===== src/rtl/mem_pkg.sv =====
// Shared types for the burst reader: FSM state encoding and FIFO sizing.
// No logic; no latency; no flow control.
package mem_pkg;

    typedef enum logic [1:0] {IDLE, RUN, DRAIN, FIN} burst_state_t;

    localparam int FIFO_DEPTH = 2;

endpackage


===== src/rtl/mem_burst_reader_fifo.sv =====
// Two-entry FIFO decoupling memory reads from the output stream.
// Latency: push visible at head next cycle. Backpressure: push accepted when not full or popping.
module stream_fifo2 #(
    parameter int WIDTH = 32
) (
    input  logic             clk,
    input  logic             reset,
    input  logic             push,
    input  logic [WIDTH-1:0] push_data,
    input  logic             pop,
    output logic [WIDTH-1:0] head_data,
    output logic [1:0]       count,
    output logic             full,
    output logic             empty
);

    logic [WIDTH-1:0] slot_q [2];
    logic [WIDTH-1:0] slot_d [2];
    logic             rd_ptr_q, rd_ptr_d;
    logic             wr_ptr_q, wr_ptr_d;
    logic [1:0]       count_q, count_d;
    logic             push_ok, pop_ok;

    assign empty     = (count_q == 2'd0);
    assign full      = (count_q == 2'd2);
    assign count     = count_q;
    assign head_data = slot_q[rd_ptr_q];

    // When full, the write slot is the head slot; a simultaneous pop frees it this cycle.
    assign pop_ok  = pop && !empty;
    assign push_ok = push && (!full || pop_ok);

    always_comb begin
        slot_d   = slot_q;
        rd_ptr_d = rd_ptr_q;
        wr_ptr_d = wr_ptr_q;
        if (push_ok) begin
            slot_d[wr_ptr_q] = push_data;
            wr_ptr_d         = ~wr_ptr_q;
        end
        if (pop_ok) begin
            rd_ptr_d = ~rd_ptr_q;
        end
        count_d = count_q + {1'b0, push_ok} - {1'b0, pop_ok};
    end

    always_ff @(posedge clk) begin
        if (reset) begin
            rd_ptr_q <= 1'b0;
            wr_ptr_q <= 1'b0;
            count_q  <= 2'd0;
        end else begin
            rd_ptr_q <= rd_ptr_d;
            wr_ptr_q <= wr_ptr_d;
            count_q  <= count_d;
        end
    end

    always_ff @(posedge clk) begin
        slot_q <= slot_d;
    end

endmodule


===== src/rtl/mem_burst_reader.sv =====
// Reads base..base+len-1 from a combinational-read memory and streams the words in order.
// Latency: go -> first beat 2 cycles. Backpressure: reads stall while the 2-entry FIFO is full.
module mem_burst_reader
    import mem_pkg::*;
#(
    parameter int DATA_WIDTH = 32,
    parameter int SIZE       = 16,
    parameter int ADDR_WIDTH = 4
) (
    input  logic                  clk,
    input  logic                  reset,
    input  logic                  go,
    input  logic [ADDR_WIDTH-1:0] base,
    input  logic [ADDR_WIDTH:0]   len,
    output logic                  busy,
    output logic                  done,
    output logic                  error,
    output logic [ADDR_WIDTH-1:0] mem_addr0,
    output logic                  mem_write_en,
    output logic [DATA_WIDTH-1:0] mem_write_data,
    input  logic [DATA_WIDTH-1:0] mem_read_data,
    output logic [DATA_WIDTH-1:0] out_data,
    output logic                  out_valid,
    input  logic                  out_ready
);

    localparam logic [ADDR_WIDTH+1:0] SIZE_W = (ADDR_WIDTH+2)'(SIZE);

    burst_state_t          state_q, state_d;
    logic [ADDR_WIDTH-1:0] ptr_q, ptr_d;
    logic [ADDR_WIDTH:0]   remaining_q, remaining_d;
    logic                  reject_q, reject_d;

    logic                  fifo_push, fifo_pop;
    logic [DATA_WIDTH-1:0] fifo_head;
    logic [1:0]            fifo_count;
    logic                  fifo_full, fifo_empty;
    logic [ADDR_WIDTH+1:0] end_addr;

    assign end_addr  = {2'b00, base} + {1'b0, len};
    assign fifo_pop  = !fifo_empty && out_ready;
    assign fifo_push = (state_q == RUN) && (!fifo_full || fifo_pop);

    always_comb begin
        state_d     = state_q;
        ptr_d       = ptr_q;
        remaining_d = remaining_q;
        reject_d    = reject_q;
        case (state_q)
            IDLE: begin
                if (go) begin
                    ptr_d       = base;
                    remaining_d = len;
                    reject_d    = (end_addr > SIZE_W);
                    if (end_addr > SIZE_W || len == '0) begin
                        state_d = FIN;
                    end else begin
                        state_d = RUN;
                    end
                end
            end
            RUN: begin
                if (fifo_push) begin
                    remaining_d = remaining_q - 1'b1;
                    // ptr stays on the final word so mem_addr0 holds the last address in DRAIN.
                    if (remaining_q == 1) begin
                        state_d = DRAIN;
                    end else begin
                        ptr_d = ptr_q + 1'b1;
                    end
                end
            end
            DRAIN: begin
                if (fifo_empty || (fifo_count == 2'd1 && fifo_pop)) begin
                    state_d = FIN;
                end
            end
            FIN: begin
                state_d = IDLE;
            end
            default: begin
                state_d = IDLE;
            end
        endcase
    end

    always_ff @(posedge clk) begin
        if (reset) begin
            state_q     <= IDLE;
            ptr_q       <= '0;
            remaining_q <= '0;
            reject_q    <= 1'b0;
        end else begin
            state_q     <= state_d;
            ptr_q       <= ptr_d;
            remaining_q <= remaining_d;
            reject_q    <= reject_d;
        end
    end

    stream_fifo2 #(
        .WIDTH (DATA_WIDTH)
    ) u_fifo (
        .clk       (clk),
        .reset     (reset),
        .push      (fifo_push),
        .push_data (mem_read_data),
        .pop       (fifo_pop),
        .head_data (fifo_head),
        .count     (fifo_count),
        .full      (fifo_full),
        .empty     (fifo_empty)
    );

    assign busy           = (state_q != IDLE);
    assign done           = (state_q == FIN);
    assign error          = (state_q == FIN) && reject_q;
    assign mem_addr0      = ptr_q;
    assign mem_write_en   = 1'b0;
    assign mem_write_data = '0;
    assign out_valid      = !fifo_empty;
    assign out_data       = fifo_head;

endmodule


===== config.mk =====
export PLATFORM = sky130hd
export DESIGN_NAME = mem_burst_reader
export DESIGN_NICKNAME = d
export VERILOG_FILES = /design/src/rtl/mem_pkg.sv /design/src/rtl/mem_burst_reader_fifo.sv /design/src/rtl/mem_burst_reader.sv
export SDC_FILE = /design/constraint.sdc
export NUM_CORES = 1
export LEC_CHECK = 0
export ABC_AREA = 1
export ABC_CLOCK_PERIOD_IN_PS = 4500
export CORE_MARGIN = 2
export CORE_UTILIZATION = 45
export DETAILED_ROUTE_END_ITERATION = 10
export GPL_ROUTABILITY_DRIVEN = 0
export GPL_TIMING_DRIVEN = 0
export PLACE_DENSITY = 0.81
export REMOVE_ABC_BUFFERS = 1
export SETUP_SLACK_MARGIN = 0.5
export SKIP_CTS_REPAIR_TIMING = 1
export SLEW_MARGIN = 25
export SYNTH_ARGS = -nofsm -noshare
export SYNTH_HDL_FRONTEND = slang
export SYNTH_SLANG_ARGS = --single-unit

===== constraint.sdc =====
create_clock -name clk -period 4.5 [get_ports clk]
set_clock_uncertainty 0.1 [all_clocks]
set_input_delay 0.675 -clock clk [delete_from_list [all_inputs] [get_ports clk]]
set_output_delay 0.675 -clock clk [all_outputs]
set_load 0.02 [all_outputs]

### Word level (Yosys, flattened, before mapping)

Cells that the tools add are included.

* register bits after elaboration: 80
* input bits: 45
* output and inout bits: 73
* word-level logic and storage cells: 74

* add/sub/neg operators: 5
* order comparisons: 4
* equality and inequality tests: 11
* multiplexer cells: 19
* bitwise gates (word level): 4
* reductions and logical operators: 22

Operators with widths (number)
* 2-to-1 mux 32 bit: 4
* bitwise mux 64 bit: 1
* demux 32 bit (select 1 bit): 1
* 2-to-1 mux 4 bit: 3
* 2-to-1 mux 2 bit: 5
* 2-to-1 mux 5 bit: 2
* case mux 5 bit (2 select lines): 1
* case mux 2 bit (4 select lines): 1
* case mux 4 bit (2 select lines): 1
* AND reduction 4 bit: 2
* logical AND 1 bit: 7
* adder 4 x 5 -> 6 bit: 1
* == test 2 bit (second input constant): 3
* greater-than comparator 6 x 5 -> 1 bit (second input constant): 1
* inequality test 2 bit (second input constant): 3
* == test 5 x 1 -> 1 bit (second input constant): 1
* logical NOT 5 bit: 1
* subtractor 5 x 1 -> 5 bit (second input constant): 1
* adder 4 x 1 -> 4 bit (second input constant): 1
* == test 2 x 1 -> 1 bit (second input constant): 2
* greater-or-equal comparator 2 bit (second input constant): 2
* logical NOT 2 bit: 2
* logical OR 1 bit: 4
* inequality test 2 x 1 -> 1 bit (second input constant): 2
* other kinds (9): 13

### Depth between registers and ports, before layout

* depth in word-level cells: 8
* gate-level depth with buffers: 11

### Cells and area by module

A second synthesis with hierarchy kept.

* cell total of the unflattened synthesis: 397
* area total of the unflattened synthesis: 3846.2 um^2

By module, submodules not included
* stream_fifo2: times used 1, cells each 208, area each 2573.7 um^2, seq. area each 2001.9 um^2
* mem_burst_reader: times used 1, cells each 189, area each 1272.5 um^2, seq. area each 240.2 um^2

### Least setup slack after synthesis

OpenSTA, ideal clock, no wires.

* kind: input to register
* start point: input port out_ready
* end point: register u_fifo.slot_q[0] in the netlist's numbering, enable pin
* library setup time: 423 ps
* data arrival time: 2289 ps
* slack: 1689 ps
* stages: 4
* cells stage by stage: inv_1 -> nand3_1 -> nand2_1 -> nor2_1

* longest elaborated chain between the ends: 4
* elaborated cells between the ends (all ways): 6

RTL lines
* from (decl): line mem_burst_reader.sv:24 `input logic out_ready`
* logical AND 1 bit *: line mem_burst_reader.sv:41 `assign fifo_pop = !fifo_empty && out_ready;`
* logical OR 1 bit / logical AND 1 bit (equally long branches): line mem_burst_reader.sv:42, mem_burst_reader_fifo.sv:30
* logical AND 1 bit / logical OR 1 bit (equally long branches): line mem_burst_reader.sv:42, mem_burst_reader_fifo.sv:31
* logical AND 1 bit *: line mem_burst_reader_fifo.sv:31 `assign push_ok = push && (!full || pop_ok);`
* to (signal assigned): line mem_burst_reader_fifo.sv:60 `slot_q <= slot_d;`
* to (decl): line mem_burst_reader_fifo.sv:17 `logic [WIDTH-1:0] slot_q [2];`

Mark *: on every way between the ends. The rest lies on a longest branch, timed or not.
A chain may end at the register's enable or synchronous reset.

### Worst setup path in the final report

* start point: register u_fifo.rd_ptr_q
* end point: output port out_data[11]

* longest elaborated chain between the ends: 4

RTL lines
* from (decl): line mem_burst_reader_fifo.sv:19 `logic rd_ptr_q, rd_ptr_d;`
* from (signal assigned): line mem_burst_reader_fifo.sv:53 `rd_ptr_q <= rd_ptr_d;`
* NOT 1 -> 2 bit (not written as such): line mem_burst_reader_fifo.sv:27 `assign head_data = slot_q[rd_ptr_q];`
* 2-to-1 mux 32 bit (not written as such) (3 in a row): line mem_burst_reader_fifo.sv:27
* to (decl): line mem_burst_reader.sv:22 `output logic [DATA_WIDTH-1:0] out_data,`

Every way passes these cells. The select of a mux whose other input is x is not followed.

==> impl_metrics.csv <==
group,metric,value,unit
synth,netlist_area,0.00380,mm2
route,dr.pass1.iters,5,
global_routing,use_met1,0.175,
min_path,min_to,"remaining_q[4]",
sta,max-slew-margin-rel,0.550,
setup_path,critical_path.most_common_cell,"sky130_fd_sc_hd__nand2_1",
global_routing,global_route.overflow_total,0,
route,post-route-drc-count,0,
floorplanning,design.core.area,0.00822,mm2
min_path,hold_path.class,"reg -> reg",
cts,clock-root-buffer,"sky130_fd_sc_hd__clkbuf_8",
pwr,leakage,2.03,nW
sta,setup_tns,0,ps
floorplanning,initial_core_util,0.462,
cts,buffer_depth_of_the_longest_clock_path,2,
cells_and_area,drive_gt1_frac,0.0746,
floorplanning,dieWidth,95.9,um
floorplanning,std_cell_rows,33,
placed_design,placement.io_buffers,84,
setup_path,crit-reg2reg-launch,"state_q[1]",
cells_and_area,post_layout_nonfiller_instances,574,
sta,final_cycle_utilization_of_the_critical_path,0.741,
route,route.detailed.wl_per_inst,12.4,um
global_routing,met3_usage,0.0478,
sta,setup_viol_count_final,0,
floorplanning,fp.dieArea,0.00919,mm2
cells_and_area,register_area,0.00224,mm2
route,detail_route.wirelength,7100,um
min_path,min_path_cells,2,
cells_and_area,syn_to_final_growth,27.5,%
global_routing,antenna_violations_before_repair,0,
setup_path,critPathLaunchType,"flip-flop",
route,initialDrtViolationCount,70,
cts,tritoncts.num_buffers,9,
cts,cts.htree.levels,3,
cts,worstSkewPairLatency,350,ps
sta,worst_pin_slew,675,ps
sta,finalHoldViolCount,0,
synth,synth_cell_type_count,30,
sta,unrepaired_setup_endpoints_after_global_routing,"no",
global_routing,gr-usage-all-layers,0.156,
pwr,peakVddDrop,0.258,mV
setup_path,critical_path.endpoint_type,"output port",
synth,avgSynthCellArea,10.0,um2
placed_design,detailed_place_hpwl,5160,um
setup_path,cp_data_required_time,3720,ps
min_path,hp-start,"remaining_q[4]",
setup_path,r2r_end,"u_fifo.slot_q[31]",
setup_path,path_depth,4,
flow_run,max_cap_violations,0,
global_routing,use_met2,0.275,
floorplanning,die_h,95.9,um
setup_path,timing.critical_path.fanout_max,34,
cells_and_area,diodes,0,
synth,synth_seq_area_share,0.590,
global_routing,wire_length_of_the_first_global_routing_pass,10700,um
pwr,p_total,2.79,mW
synth,synthCells,378,
cells_and_area,finalNetCount,524,
sta,min_period,3330,ps
cells_and_area,multi_input_area,0.00128,mm2
outcome,outcome,"completed",
setup_path,critPathBufInv,2,
synth,synth_warnings,0,
route,ant_nets,0,
pwr,power_per_cell_area,576,mW/mm2
route,via_count,2675,
setup_path,r2r_slack,2030,ps
floorplanning,io_pins,118,
global_routing,via_count_of_the_first_global_routing_pass,2395,
global_routing,maximum_number_of_pins_on_one_net_before_global_route_repair,35,
setup_path,crit_path_top_delay_cell,"sky130_fd_sc_hd__dfxtp_2",
cts,clock_tree_from_tritoncts,"built",
cts,clock_sinks,80,
setup_path,worst-r2r-cell-count,5,
synth,ys_ff_latch,80,
setup_path,path_cells,"clkinv_2 > nand2_1 > nand2_1 > clkdlybuf4s50_1",
placed_design,dp.cells,558,
sta,final_max_slew_viol_count,0,
setup_path,arrival,2560,ps
setup_path,critPathTopFamily,"buffers and inverters",
cells_and_area,n_fill_cell,702,
global_routing,global_route.peak_usage_layer,"met2",
route,post_drt_via_cell_ratio,4.66,
sta,fmaxAchievable,0.300,GHz
cts,cts.clk_slew.worst_paths,80,ps
setup_path,path_class,"reg -> out",
setup_path,crit_path_max_incr_delay,760,ps
state kept, by name, indices dropped and copies added, names as in the netlist:
name,flops
state_q,2
u_fifo.count,2
remaining_q,5
reject_q,1
mem_addr0,4
u_fifo.slot_q,64
u_fifo.rd_ptr_q,1
u_fifo.wr_ptr_q,1
cells in the final DEF, fill, tap and decap left out, drive strengths merged:
master	synthesis	final
a21oi	13	13
buf	37	2
clkbuf	6	9
clkdlybuf4s50	0	84
clkinv	1	4
clkinvlp	0	2
conb	1	33
dfxtp	16	16
edfxtp	64	64
fa	1	1
ha	14	14
inv	28	30
nand2	130	130
nand3	13	13
nand3b	1	1
nor2	22	22
nor3	2	2
o211ai	3	3
o21ai	18	18
or2	3	3
xor2	5	5
Yosys cell counts, drive strengths merged:
cell / count / area [um2]
o21ai: 18 / 101
clkbuf: 6 / 22.5
o211ai: 3 / 22.5
edfxtp: 64 / 1920
or2: 3 / 21.3
nand2: 130 / 488
ha: 14 / 175
inv: 28 / 110
clkinv: 1 / 3.75
xor2: 5 / 43.8
dfxtp: 16 / 320
nand3: 13 / 65.1
fa: 1 / 20.0
nand3b: 1 / 7.51
a21oi: 13 / 68.8
buf: 37 / 274
nor3: 2 / 10.0
conb: 1 / 3.75
nor2: 22 / 119
how the worst max path moves through the flow:
stage / start / endpoint / slack, ps
2_1_floorplan: state_q[1] / u_fifo.slot_q[0] / 1530
3_3_place_gp: out_ready / u_fifo.slot_q[9] / 290
6_report: u_fifo.rd_ptr_q / out_data[11] / 1170
3_5_place_dp: u_fifo.rd_ptr_q / out_data[11] / 1480
4_1_cts: u_fifo.rd_ptr_q / out_data[11] / 1090
5_1_grt: u_fifo.rd_ptr_q / out_data[5] / 940
worst register-to-register path, cell delays in order, from the launching register on:
cell,delay [ps]
sky130_fd_sc_hd__dfxtp_1,340
sky130_fd_sc_hd__inv_1,110
sky130_fd_sc_hd__ha_1,600
sky130_fd_sc_hd__nand2_1,300
sky130_fd_sc_hd__nor2_4,490
sky130_fd_sc_hd__buf_16,230
stage by stage:
stage	area, um2	setup WS [ps]	utilization	hold slack [ps]
after floorplan	3620	1530	-	355
after global placement	4590	294	0.559	377
after detailed placement	4670	1480	0.568	383
after CTS	4840	1090	0.590	394
after global routing	4840	937	0.590	424
final	4840	1170	0.590	393
report_power, final:
group	internal [mW]	switching [mW]
sequential	0.994	0.102
combinational	0.524	0.706
clock	0.204	0.261
total	1.72	1.07
kinds of logic after synthesis:
group | count (synthesis) | synth area share
AO/OA/AOI/OAI | 34 | 0.0507
buffers and inverters | 72 | 0.108
AND/OR/NAND/NOR | 171 | 0.187
adder cells (fa/ha/maj) | 15 | 0.0514
flip-flops | 80 | 0.590
XOR/XNOR | 5 | 0.0115
other | 1 | 0.000987
metal layers:
layer / share of wire / up-vias
li1: - / 1344
met1: 0.41 / 1214
met2: 0.50 / 110
met3: 0.077 / 7
met4: 0.011 / 0
met5: 0 / -
layout make-up:
class	count	share of cell area
Tap cell	105	0.0271
Inverter	29	0.0238
Clock buffer	9	0.0256
Clock inverter	7	0.0111
Multi-Input combinational cell	258	0.264
Timing Repair Buffer	86	0.185
Sequential cell	80	0.463
Power figures use the tool's default switching activity.
